--- src/rtl/fmul_pipe.sv ---
// fmul_pipe: three-stage pipelined signed fixed-point multiplier.
//   S1 registers the product sign, the operand magnitudes and the rounding mode.
//   S2 registers the unsigned magnitude product.
//   S3 registers the scaled, rounded and range-fitted signed result.
// Optional feature: define FMUL_PIPE_SAT_EN to clamp out-of-range results to the
// most positive or most negative OUT_W value. Without it, the low OUT_W bits of
// the result are kept (wrap). In both builds out_ovf flags a result that did not fit.
//
// Handshake (valid/ready): a word moves across an interface only in a cycle where
// valid and ready are both high. out_data/out_ovf hold steady while
// out_valid & ~out_ready. All three stages shift together whenever S3 is empty or
// downstream is ready, and in_ready is exactly that advance condition.
module fmul_pipe #(
    parameter int A_W   = 17,
    parameter int B_W   = 8,
    parameter int FRAC  = 7,
    parameter int OUT_W = 17
) (
    input  logic             clk,
    input  logic             rst,
    input  logic             in_valid,
    output logic             in_ready,
    input  logic [A_W-1:0]   in_a,
    input  logic [B_W-1:0]   in_b,
    input  logic             rnd_mode,
    output logic             out_valid,
    input  logic             out_ready,
    output logic [OUT_W-1:0] out_data,
    output logic             out_ovf
);

    localparam int P  = A_W + B_W;         // magnitude product width
    localparam int RW = P + OUT_W + 2;     // working width of the signed result, wide enough to never clip

    logic             advance;

    logic             s1_valid;
    logic             s1_sign;
    logic             s1_rnd;
    logic [A_W-1:0]   s1_ma;
    logic [B_W-1:0]   s1_mb;

    logic             s2_valid;
    logic             s2_sign;
    logic             s2_rnd;
    logic [P-1:0]     s2_m;

    logic             s3_valid;
    logic [OUT_W-1:0] s3_data;
    logic             s3_ovf;

    logic [A_W-1:0]   a_mag;
    logic [B_W-1:0]   b_mag;

    logic [P:0]       half;
    logic [P:0]       sum;
    logic [RW-1:0]    q_ext;
    logic [RW-1:0]    r;
    logic [RW-OUT_W:0] upper;
    logic             fit;
    logic [OUT_W-1:0] res_data;
    logic             res_ovf;

    assign advance   = ~s3_valid | out_ready;
    assign in_ready  = advance;
    assign out_valid = s3_valid;
    assign out_data  = s3_data;
    assign out_ovf   = s3_ovf;

    // Operand magnitudes; the most negative value maps to 2^(W-1), which still fits unsigned in W bits.
    always_comb begin
        a_mag = in_a[A_W-1] ? -in_a : in_a;
        b_mag = in_b[B_W-1] ? -in_b : in_b;
    end

    // Scale the magnitude, optionally round half away from zero, reapply sign, then fit to OUT_W.
    always_comb begin
        half          = '0;
        half[FRAC-1]  = s2_rnd;
        sum           = {1'b0, s2_m} + half;
        q_ext         = RW'(sum >> FRAC);
        r             = s2_sign ? -q_ext : q_ext;
        // The result fits when every bit from OUT_W-1 upward equals the sign.
        upper         = r[RW-1:OUT_W-1];
        fit           = (upper == '0) || (upper == '1);
        res_ovf       = ~fit;
`ifdef FMUL_PIPE_SAT_EN
        if (fit) begin
            res_data = r[OUT_W-1:0];
        end else if (r[RW-1]) begin
            res_data = {1'b1, {(OUT_W-1){1'b0}}};
        end else begin
            res_data = {1'b0, {(OUT_W-1){1'b1}}};
        end
`else
        res_data      = r[OUT_W-1:0];
`endif
    end

    // Stage 1: sign and magnitudes, captured whenever the pipeline advances.
    always_ff @(posedge clk or posedge rst) begin
        if (rst) begin
            s1_valid <= 1'b0;
            s1_sign  <= 1'b0;
            s1_rnd   <= 1'b0;
            s1_ma    <= '0;
            s1_mb    <= '0;
        end else if (advance) begin
            s1_valid <= in_valid;
            s1_sign  <= in_a[A_W-1] ^ in_b[B_W-1];
            s1_rnd   <= rnd_mode;
            s1_ma    <= a_mag;
            s1_mb    <= b_mag;
        end
    end

    // Stage 2: unsigned magnitude product.
    always_ff @(posedge clk or posedge rst) begin
        if (rst) begin
            s2_valid <= 1'b0;
            s2_sign  <= 1'b0;
            s2_rnd   <= 1'b0;
            s2_m     <= '0;
        end else if (advance) begin
            s2_valid <= s1_valid;
            s2_sign  <= s1_sign;
            s2_rnd   <= s1_rnd;
            s2_m     <= P'(s1_ma) * P'(s1_mb);
        end
    end

    // Stage 3: fitted result presented to downstream; held while stalled.
    always_ff @(posedge clk or posedge rst) begin
        if (rst) begin
            s3_valid <= 1'b0;
            s3_data  <= '0;
            s3_ovf   <= 1'b0;
        end else if (advance) begin
            s3_valid <= s2_valid;
            s3_data  <= res_data;
            s3_ovf   <= res_ovf;
        end
    end

endmodule

--- config.mk ---
export PLATFORM = sky130hd
export DESIGN_NAME = fmul_pipe
export DESIGN_NICKNAME = d
export VERILOG_FILES = /design/src/rtl/fmul_pipe.sv
export SDC_FILE = /design/constraint.sdc
export NUM_CORES = 1
export LEC_CHECK = 0
export BUFFER_PORTS_ARGS = -buffer_cell sky130_fd_sc_hd__buf_2
export CAP_MARGIN = 20
export CORE_AREA = 5 5 159 161
export CTS_BUF_LIST = sky130_fd_sc_hd__clkbuf_8
export DETAILED_ROUTE_END_ITERATION = 8
export DIE_AREA = 0 0 164 166
export PLACE_DENSITY = 0.55
export RECOVER_POWER = 25
export SYNTH_ARGS = -nofsm -noshare
export SYNTH_HDL_FRONTEND = slang
export SYNTH_SLANG_ARGS = --single-unit
--- constraint.sdc ---
create_clock -name clk -period 6.4 [get_ports clk]
set_input_delay 0.32 -clock clk [delete_from_list [all_inputs] [get_ports clk]]
set_output_delay 0.32 -clock clk [all_outputs]
set_load 0.01 [all_outputs]
==> results of run 1 <==
==> synthesized netlist by cell type (10+ instances only) <==
master and count:
a21oi_1 30, and2_1 107, clkbuf_1 25, dfrtp_1 69, fa_1 89, ha_1 46
inv_1 122, nand2_1 112, nand2b_1 10, nand3_1 16, nand4_1 12, nor2_1 37
o21ai_0 57, or3_1 13, xnor2_1 38, xor2_1 37
==> per-layer routing <==
| metal | part of all wire | vias up |
|---|---|---|
| met3 | 0.019 | 17 |
| met2 | 0.51 | 58 |
| met1 | 0.45 | 3078 |
| li1 | - | 2990 |
| met4 | 0.017 | 0 |
| met5 | 0 | - |
==> kinds of logic (layout without fill, tap and decap cells) <==
| logic type | count (synthesis) | in the layout |
|---|---|---|
| xor gates and xnor gates | 75 | 75 |
| muxes | 5 | 5 |
| AOI/OAI and AO/OA | 133 | 133 |
| buffers and inverters | 167 | 191 |
| adders and majority gates | 135 | 135 |
| and+or+nand+nor | 340 | 340 |
| DFF | 69 | 69 |
==> layout make-up <==
class                           instances  share of cell area
Timing Repair Buffer                   52              0.0301
Tap cell                              324              0.0462
Inverter                              123              0.0526
Multi-Input combinational cell        688               0.650
Clock buffer                           12              0.0188
Sequential cell                        69               0.197
Clock inverter                          4             0.00598
==> worst min-delay path: cells and delay by family <==
family	cells	cell delay, ps
AND/OR/NAND/NOR	2	90
buffers and inverters	1	70
==> metrics by stage <==
step | worst slack, ps | instance area, um2 | hold slack (ps) | std cells
6_report | 929 | 8780 | 143 | 1272
3_3_place_gp | 1010 | 8570 | 450 | 1256
5_1_grt | 475 | 8780 | 134 | 1272
3_5_place_dp | 998 | 8570 | 451 | 1256
2_1_floorplan | 1510 | 8100 | 430 | 924
4_1_cts | 939 | 8790 | 122 | 1272
==> final timing paths <==
path | startpoint | slack [ps] | end | depth (start not counted)
min in group asynchronous | rst | 1460 | out_data[3] | 3
max reg2reg | s1_mb[7] | 930 | s2_m[22] | 17
min | in_valid | 140 | s1_valid | 3
min reg2reg | out_data[9] | 460 | out_data[9] | 2
max in group asynchronous | rst | 2690 | s1_ma[11] | 3
max | s1_mb[7] | 930 | s2_m[22] | 17
==> registers in the layout (all words and copies together) (netlist names) <==
name / count
s2_m: 19
out_data: 17
s1_ma: 17
s1_mb: 8
out_ovf: 1
out_valid: 1
s1_rnd: 1
s1_sign: 1
s1_valid: 1
s2_rnd: 1
s2_sign: 1
s2_valid: 1
==> impl_metrics.json, run 1 <==
{
  "start_util": 0.340,
  "syn_area_per_cell_um2": 8.76,
  "gp_congestion": 0.834,
  "layout.nets": 1108,
  "critPathMaxFanout": 18,
  "postRouteAntennaNets": 0,
  "grt_usage": 0.143,
  "status": "finished, violations left",
  "finalHoldViolations": 0,
  "cts_tree": "built",
  "routedWlPerCell_um": 14.1,
  "cts.sinks": 69,
  "clk_pin_slew_worst_paths_ps": 80,
  "multi_input_area_um2": 5710,
  "drtPass1Iterations": 4,
  "fp.dieH_um": 166,
  "startpoint_type": "register",
  "failed_checks": "capacitance limit, slew limit",
  "grt_pass1_vias": 6545,
  "synth_top_area_frac": 0.220,
  "gr-usage-met3": 0.0184,
  "synth_warnings": 0,
  "yosysUniqueCellTypes": 57,
  "worst_slew_pin_slew_ps": 3930,
  "final_cell_mix": "inv_1, nand2_1, and2_1, fa_1, dfrtp_1",
  "drt_drc_violations_left": 0,
  "area_growth_pct": 8.48,
  "tns_ps": 0,
  "finalCritPeriodShare": 0.855,
  "drt_iter0_drc": 208,
  "io_pins": 50,
  "async_flop_share": 1.00,
  "grt_pass1_wl_um": 31900,
  "cts-root-buf": "clkbuf_8",
  "hold_buffers": 0,
  "fmax_ghz": 0.183,
  "io_buffers": 49,
  "crit_path_end_kind": "register",
  "yosys.area.top_type": "fa_1",
  "fin_crit_ps": 5470,
  "netlist_top_cells_area": "fa_1, dfrtp_1, and2_1, ha_1, inv_1",
  "syn_nets": 1089,
  "hold_class": "in2reg",
  "synth_area_um2": 8100,
  "cp_data_required_time_ps": 6620,
  "path_common_cell": "fa_1",
  "nFillCells": 2528,
  "dp_hpwl_um": 13900,
  "final_core_util": 0.369,
  "yosys.area_share.simple": 0.222,
  "die_area_um2": 27200,
  "worst_path_max_delay_cell": "dfrtp_1",
  "synth-compound-area-share": 0.103,
  "busiest_layer": "met2",
  "viasPerCell": 4.83,
  "synth_mux_area_frac": 0.00634,
  "worst-path-buf-inv": 3,
  "drv_slew": 70,
  "gr-usage-met1": 0.180,
  "critical-path-max-stage-delay_ps": 710,
  "cts_setup_buffers": 0,
  "clk_latency_ps": 370,
  "layout_commonest_cell": "inv_1",
  "core_area_um2": 23800,
  "synth_ff_type": "dfrtp_1",
  "htreeDepth": 3,
  "synth_xor_xnor_area_share": 0.0811,
  "synthAdderAreaFrac": 0.291,
  "grt_max_degree": 83,
  "drv_cap": 1,
  "path_class": "reg2reg",
  "diodes": 0,
  "path_delay_family": "adder cells",
  "cts.repair.resized": 0,
  "cp_cell_sequence": "nand2_1 -> fa_1 -> fa_1 -> inv_1 -> fa_1 -> inv_1 -> fa_1 -> inv_1 -> ha_1 -> a21oi_1 -> o21ai_0 -> a22o_1 -> o21ai_0 -> o21ai_0 -> o31ai_1 -> xor2_1 -> a21oi_1",
  "wl_um": 18000,
  "synth-edff-count": 0,
  "overflow": 0,
  "synth_top_family_by_area": "adder cells",
  "rows": 57,
  "antenna_found_initial": 0,
  "cts_buffers": 9,
  "fin_skew_ps": 9.40,
  "setup_violations": 0,
  "critical_path_arrival_ps": 5690,
  "use_met2": 0.257,
  "regArea_um2": 1730,
  "drive_above_1_share": 0.0854,
  "grt_setup_unrepaired": "false",
  "die_w_um": 164,
  "syn_inst": 924,
  "relSlewSlack": -1.62,
  "ys_seq_area_frac": 0.213,
  "cts_buffer_depth": 2,
  "synth.ff_latch_count": 69,
  "via_count": 6143
}
Power of run 1 is left out: the tool's default activity adds up to more than one toggle a clock period on the data nets, which glitch-free logic cannot reach.
==> run 2: changes to the inputs <==
Settings changed: REMOVE_ABC_BUFFERS set to 1, SKIP_CTS_REPAIR_TIMING set to 1.
==> run 2 against run 1 <==
Effect of this change: critical path depth unchanged; hold slack better by 24 ps; flip-flop and latch count unchanged; register-to-register slack better by 90 ps; critical endpoint unchanged; the flow still finishes with violations (capacitance limit, slew limit).
==> impl_metrics.json, run 2 (same netlist as run 1, synthesis figures left out) <==
{
  "die_area_um2": 27200,
  "cts-root-buf": "clkbuf_8",
  "final_cell_mix": "inv_1, nand2_1, and2_1, fa_1, dfrtp_1",
  "r2r_end": "s2_m[22]",
  "layout_commonest_cell": "inv_1",
  "clk_pin_slew_worst_paths_ps": 70,
  "finalHoldViolations": 0,
  "fin_skew_ps": 11.8,
  "hp-start": "in_valid",
  "tns_ps": 0,
  "clk_latency_ps": 360,
  "cp_data_required_time_ps": 6610,
  "grt_setup_unrepaired": "false",
  "routedWlPerCell_um": 13.0,
  "fin_crit_ps": 5380,
  "regToRegSetupSlack_ps": 1020,
  "worstHoldPathCells": 3,
  "cts.sinks": 69,
  "viasPerCell": 4.59,
  "cts_buffers": 9,
  "dp_hpwl_um": 13000,
  "r2r_start": "s1_mb[6]",
  "start_util": 0.340,
  "via_count": 5842,
  "crit_path_end_kind": "register",
  "status": "finished, violations left",
  "layout.nets": 1110,
  "hold_class": "in2reg",
  "ff2ff_path_depth": 17,
  "core_area_um2": 23800,
  "wl_um": 16500,
  "io_buffers": 49,
  "largest-register": "s2_m",
  "setup_violations": 0,
  "drive_above_1_share": 0.0842,
  "critical-path-max-stage-delay_ps": 690,
  "cts_tree": "built",
  "die_w_um": 164,
  "fmax_ghz": 0.186,
  "postRouteAntennaNets": 0,
  "worst_path_max_delay_cell": "dfrtp_1",
  "critical_path_arrival_ps": 5590,
  "htreeDepth": 3,
  "grt_usage": 0.129,
  "startpoint_type": "register",
  "grt_max_degree": 83,
  "finalCritPeriodShare": 0.841,
  "grt_pass1_vias": 5907,
  "place_area_um2": 8580,
  "worst_slew_pin_slew_ps": 3700,
  "drt_iter0_drc": 257,
  "cts_buffer_depth": 2,
  "drtPass1Iterations": 4,
  "critPathMaxFanout": 18,
  "path_common_cell": "fa_1",
  "io_pins": 50,
  "rows": 57,
  "drv_cap": 1,
  "drt_drc_violations_left": 0,
  "nFillCells": 2608,
  "drv_slew": 70,
  "grt_pass1_wl_um": 29200,
  "antenna_found_initial": 0,
  "gp_congestion": 0.807,
  "design_area_um2": 8740,
  "whs_endpoint": "s1_valid",
  "path_class": "reg2reg",
  "largest_reg_flops": 19,
  "cp_cell_sequence": "nand2_1 -> fa_1 -> fa_1 -> inv_1 -> fa_1 -> inv_1 -> fa_1 -> inv_1 -> ha_1 -> a21oi_1 -> o21ai_0 -> a22o_1 -> o21ai_0 -> o21ai_0 -> o31ai_1 -> xor2_1 -> a21oi_1",
  "fp.dieH_um": 166,
  "area_growth_pct": 7.96,
  "diodes": 0,
  "overflow": 0,
  "relSlewSlack": -1.47,
  "failed_checks": "capacitance limit, slew limit"
}
-- run 2: changes by cell type in the layout (fill, tap and decap cells not counted) --
| cell | delta |
|---|---|
| clkbuf_8 | -3 |
| inv_1 | +3 |
| buf_4 | +2 |
| clkinvlp_4 | +2 |
| inv_6 | -2 |
| bufinv_16 | -1 |
| clkinv_2 | +1 |
-- run 2: worst max-delay path by stage --
stage          startpoint  endpoint  depth (start not counted)  slack [ps]
3_5_place_dp     s1_mb[6]  s2_m[22]                         17        1050
3_3_place_gp     s1_mb[6]  s2_m[22]                         17        1100
6_report         s1_mb[6]  s2_m[22]                         17        1020
4_1_cts          s1_mb[6]  s2_m[22]                         17        1020
2_1_floorplan   out_valid   out_ovf                          3        1310
5_1_grt          s1_mb[6]  s2_m[22]                         17         560
-- run 2: critical path, delay by kind of cell, from the launching register on --
kind / cells / cell delay, ps
adder cells (fa/ha/maj): 5 / 2440
AO/OA/AOI/OAI: 7 / 1630
flip-flops: 1 / 690
XOR/XNOR: 1 / 170
AND/OR/NAND/NOR: 1 / 150
buffers and inverters: 3 / 140
-- run 2: routing by layer --
metal / wire, um / track usage / vias to the layer above
met5: 0 / 0 / -
met4: 162 / 0.0292 / 0
met3: 811 / 0.0261 / 12
met2: 7130 / 0.195 / 100
met1: 8440 / 0.191 / 2722
li1: - / - / 3008
-- run 2: area by class of cell --
class | count | area (um2) | area share
inverters | 123 | 462 | 0.0528
clock buffers | 9 | 124 | 0.0142
repair buffers | 54 | 279 | 0.0319
well taps | 324 | 405 | 0.0464
clock inverters | 7 | 36.3 | 0.00415
multi-input cells | 688 | 5710 | 0.653
flip-flops and latches | 69 | 1730 | 0.198
-- run 2: per-stage QoR --
stage / hold slack (ps) / util / std cells / setup WS (ps)
floorplan: 430 / - / 880 / 1310
global placement: 441 / 0.360 / 1258 / 1100
detailed placement: 445 / 0.360 / 1258 / 1050
CTS: 146 / 0.367 / 1274 / 1020
global route: 182 / 0.367 / 1274 / 564
finish: 167 / 0.367 / 1274 / 1020
Power of run 2 is left out for the same reason.
